===== config.mk =====
export PLATFORM = sky130hd
export DESIGN_NAME = seq_detector_param
export DESIGN_NICKNAME = d
export VERILOG_FILES = /design/src/rtl/seq_detector_param.sv
export SDC_FILE = /design/constraint.sdc
export NUM_CORES = 1
export LEC_CHECK = 0
export ABC_AREA = 1
export CORE_ASPECT_RATIO = 1.25
export CORE_MARGIN = 8
export CORE_UTILIZATION = 40
export DETAILED_ROUTE_END_ITERATION = 12
export PLACE_DENSITY = 0.73
export SYNTH_ARGS = -nofsm -noshare
export SYNTH_HDL_FRONTEND = slang
export SYNTH_SLANG_ARGS = --single-unit
export TNS_END_PERCENT = 5

===== constraint.sdc =====
create_clock -name clk -period 1.14 [get_ports clk]
set_input_delay 0.228 -clock clk [delete_from_list [all_inputs] [get_ports clk]]
set_output_delay 0.228 -clock clk [all_outputs]
set_load 0.05 [all_outputs]

===== src/rtl/seq_detector_param.sv =====
// Parametrised serial pattern detector with run-time reloadable pattern and overlap mode.
// Optional saturating match counter is built only when SEQDET_MATCH_CNT_EN is defined.
module seq_detector_param #(
  parameter int               PAT_W    = 4,
  parameter logic [PAT_W-1:0] PAT_INIT = 4'b1011,
  parameter bit               OVERLAP  = 1'b1,
  parameter int               CNT_W    = 8
) (
  input  logic             clk,
  input  logic             rst,
  input  logic             x,
  input  logic             x_valid,
  input  logic             cfg_we,
  input  logic [PAT_W-1:0] cfg_pat,
  input  logic             cfg_overlap,
  input  logic             cnt_clr,
  output logic             z,
  output logic [CNT_W-1:0] match_cnt
);

  localparam int FILL_W = $clog2(PAT_W + 1);
  localparam logic [FILL_W-1:0] FILL_FULL = FILL_W'(PAT_W);
  localparam logic [FILL_W-1:0] FILL_LAST = FILL_W'(PAT_W - 1);

  typedef enum logic {FILL, HUNT} state_t;

  state_t            state, state_next;
  logic [PAT_W-1:0]  win, win_next, pat_r, pat_next, shifted;
  logic [FILL_W-1:0] fill, fill_next;
  logic              ovl_r, ovl_next;
  logic              match, window_full;

  assign shifted = {win[PAT_W-2:0], x};

  always_ff @(posedge clk) begin
    if (rst) begin
      state <= FILL;
      win   <= '0;
      fill  <= '0;
      pat_r <= PAT_INIT;
      ovl_r <= OVERLAP;
      z     <= 1'b0;
    end else begin
      state <= state_next;
      win   <= win_next;
      fill  <= fill_next;
      pat_r <= pat_next;
      ovl_r <= ovl_next;
      z     <= match;
    end
  end

  // A reload discards the coincident bit; otherwise a valid bit shifts in and may complete a match.
  always_comb begin
    state_next  = state;
    win_next    = win;
    fill_next   = fill;
    pat_next    = pat_r;
    ovl_next    = ovl_r;
    match       = 1'b0;
    window_full = 1'b0;
    if (cfg_we) begin
      pat_next   = cfg_pat;
      ovl_next   = cfg_overlap;
      win_next   = '0;
      fill_next  = '0;
      state_next = FILL;
    end else if (x_valid) begin
      win_next    = shifted;
      window_full = (state == HUNT) || (fill == FILL_LAST);
      if (state == FILL) begin
        fill_next = fill + FILL_W'(1);
        if (fill == FILL_LAST) state_next = HUNT;
      end else begin
        fill_next = FILL_FULL;
      end
      match = window_full && (shifted == pat_r);
      if (match && !ovl_r) begin
        fill_next  = '0;
        state_next = FILL;
      end
    end
  end

`ifdef SEQDET_MATCH_CNT_EN
  logic [CNT_W-1:0] cnt;

  // Clear beats a coincident match; the count sticks at all-ones.
  always_ff @(posedge clk) begin
    if (rst || cnt_clr) begin
      cnt <= '0;
    end else if (match && (cnt != {CNT_W{1'b1}})) begin
      cnt <= cnt + CNT_W'(1);
    end
  end

  assign match_cnt = cnt;
`else
  logic unused_cnt_clr;
  assign unused_cnt_clr = cnt_clr;
  assign match_cnt      = '0;
`endif

endmodule

==> flow_metrics.tcl <==
set metrics [dict create \
    yosys.area.top_type_share_pct 39.62 \
    wl_per_cell_um 10.80 \
    ys_ff_latch 13 \
    gr-total-overflow 0 \
    yosys.area_share.simple_pct 19.43 \
    status "finished, violations left" \
    fin_ws_ps -79.59 \
    route.vias.total 618 \
    rows 16 \
    synthAdderAreaFrac_pct 3.810 \
    cts-root-buf "clkbuf_4" \
    hold_path_class "flip-flop to flip-flop" \
    path_buf_inv 2 \
    yosys_warnings 0 \
    timing_hold_violations_final 0 \
    port_buffers 10 \
    postSynthAreaPerCell_sq_um 7.218 \
    viasPerCell 4.647 \
    synthCells 91 \
    syn_area_sq_um 656.9 \
    clk_latency_ps 290 \
    grt_pass1_vias 660 \
    layout_commonest_cell "inv_1" \
    max_freq_mhz 819.9 \
    drtIter0Drc 17 \
    start_kind "flip-flop" \
    leakage_uw 0.0004421 \
    synth_seq_area_share_pct 39.62 \
    hold_depth 2 \
    nNetsFinal 129 \
    reg2reg_to "state$_SDFFE_PP0P_" \
    ys_types 17 \
    synthMuxAreaShare_pct 0 \
    start_util_pct 42.07 \
    place.gp.congestion 0.8372 \
    mostFrequentLayoutCells "inv_1, nand2_1, buf_4, dfxtp_1" \
    arrival_ps 1410 \
    synth_top_family_by_area "buffers and inverters" \
    failed_checks "setup timing" \
    whs_endpoint "win[1]$_SDFFE_PP0P_" \
    die_h_um 61.31 \
    htreeDepth 1 \
    synth_top_area_cell "dfxtp_1" \
    rr_worst_depth 9 \
    setup-tns-final_ps -333.8 \
    crit_fanout 3 \
    r2r-start "fill[0]$_SDFFE_PP0P_" \
    max_stage_delay_ps 360 \
    cp_top_family "simple AND/OR/NAND/NOR gates" \
    fin_skew_ps 3.780 \
    synth_compound_area_share_pct 16.00 \
    drive_above_1_share_pct 26.09 \
    criticalPathCategory "flip-flop to flip-flop" \
    setup_viol 5 \
    hp-start "win[0]$_SDFFE_PP0P_" \
    drc 0 \
    first_pass_iters 4 \
    dp_hpwl_mm 1.102 \
    grt_pass1_wl_mm 2.642 \
    cts.path.max_buffers 2 \
    clkSinkCount 13 \
    synth_xor_area_share_pct 0 \
    coreArea_sq_um 1562 \
    clk_pin_slew_ps 80 \
    drv_slew 0 \
    seq_area_sq_um 262.8 \
    fin_crit_ps 1220 \
    hold_slack_ps 496.7 \
    hold_buffers 0 \
    grt_usage_pct 10.67 \
    die_area_sq_um 3203 \
    area_growth_syn_to_layout_pct 37.90 \
    worstPathRequired_ps 1330 \
    post-route-util_pct 58.01 \
    crit_chain "ha_4 -> ha_4 -> inv_2 -> nand2_2 -> nand2_2 -> nor2_4 -> nand4_1 -> nand3_1 -> inv_1" \
    finalCritPeriodShare_pct 107.0 \
    ios 20 \
    synth_area_leaders "dfxtp_1, buf_4, inv_1, nand2_1, o21ai_0" \
    rsz0062_at_grt "yes" \
    n_antenna_cell 0 \
    ant_nets 0 \
    multiInputGateArea_sq_um 330.3 \
    slowest_stage "dfxtp_2" \
    fillerInstances 154 \
    irDropWorstVdd_mv 0.6106 \
    antenna_found_initial 0 \
    pwr_density_cell_nw_per_um2 1085 \
    cts_made_buffers 3 \
    worstSetupEndpointType "flip-flop" \
    die_x_um 52.25 \
    grt_max_degree 9 \
    rrSetupSlack_ps -80 \
    finalWirelength_mm 1.436 \
    tritoncts "yes" \
    max-cap-violations 0 \
]
worst register-to-register path: cells and delay by family (launching register included):
family	cells	cell delay (ps)
AND/OR/NAND/NOR	5	440
buffers and inverters	2	70
flip-flops	1	360
adder cells (fa/ha/maj)	2	250
worst max-delay path by stage:
stage                                    start                   end  depth (start not counted)
after floorplan           fill[0]$_SDFFE_PP0P_  fill[0]$_SDFFE_PP0P_                          9
after global placement                       x  fill[1]$_SDFFE_PP0P_                          8
after detailed placement                     x  fill[0]$_SDFFE_PP0P_                          8
after CTS                 fill[1]$_SDFFE_PP0P_    state$_SDFFE_PP0P_                          9
after global routing      fill[0]$_SDFFE_PP0P_    state$_SDFFE_PP0P_                          9
final                     fill[0]$_SDFFE_PP0P_    state$_SDFFE_PP0P_                          9
through the flow:
stage               std cells  power (uW)  instance area [sq um]  setup slack [ps]
floorplan                  98       633.3                  685.7            -4.561
global placement          126       676.4                  814.5            -241.7
detailed placement        126       680.9                  814.5            -279.1
CTS                       130       988.4                  883.3            -140.4
global route              133        1028                  905.9            -199.8
finish                    133       982.8                  905.9            -79.59
report_power, final:
group | internal (uW) | switching [uW]
logic | 74.4 | 123
registers | 474 | 11.7
clock network | 136 | 164
metal layers:
| metal | global-route usage (%) | up-vias | routed length [um] | share of wire (%) |
|---|---|---|---|---|
| met4 | 5.556 | 0 | 31 | 2.2 |
| met3 | 2.657 | 5 | 85 | 5.9 |
| met1 | 10.93 | 273 | 574 | 40 |
| li1 | - | 323 | - | - |
| met5 | 0 | - | 0 | 0 |
| met2 | 19.42 | 17 | 745 | 52 |
logic make-up after synthesis:
family / count (synthesis)
buffers and inverters: 26
DFF: 13
and+or+nand+nor: 30
other: 1
adders and majority gates: 2
AOI/OAI and AO/OA: 19
Yosys cell counts (all sizes together):
cell type / count
nand4: 1
ha: 2
inv: 17
conb: 1
and3: 1
nor2: 8
nand2: 15
a221oi: 1
nand3: 5
buf: 9
o21ai: 10
a21oi: 8
dfxtp: 13
area by class of cell:
class | count | area share (%)
multi-input cells | 59 | 36.46
flip-flops and latches | 13 | 29.01
repair buffers | 22 | 22.10
inverters | 17 | 7.044
clock buffers | 4 | 2.901
well taps | 18 | 2.486
flip-flops by register name (all words and copies together), names as in the netlist:
register  count
state         1
z             1
pat_r         4
ovl_r         1
fill          3
win           3
timing repair:
item                                    4_1_cts  5_1_grt
endpoints found under the setup margin        5        5
pin swaps                                     6        6
gates cloned                                  0        0
resized for setup                            11        0
setup buffers                                 0        3
Note: power is estimated with default switching activity, not from simulation.
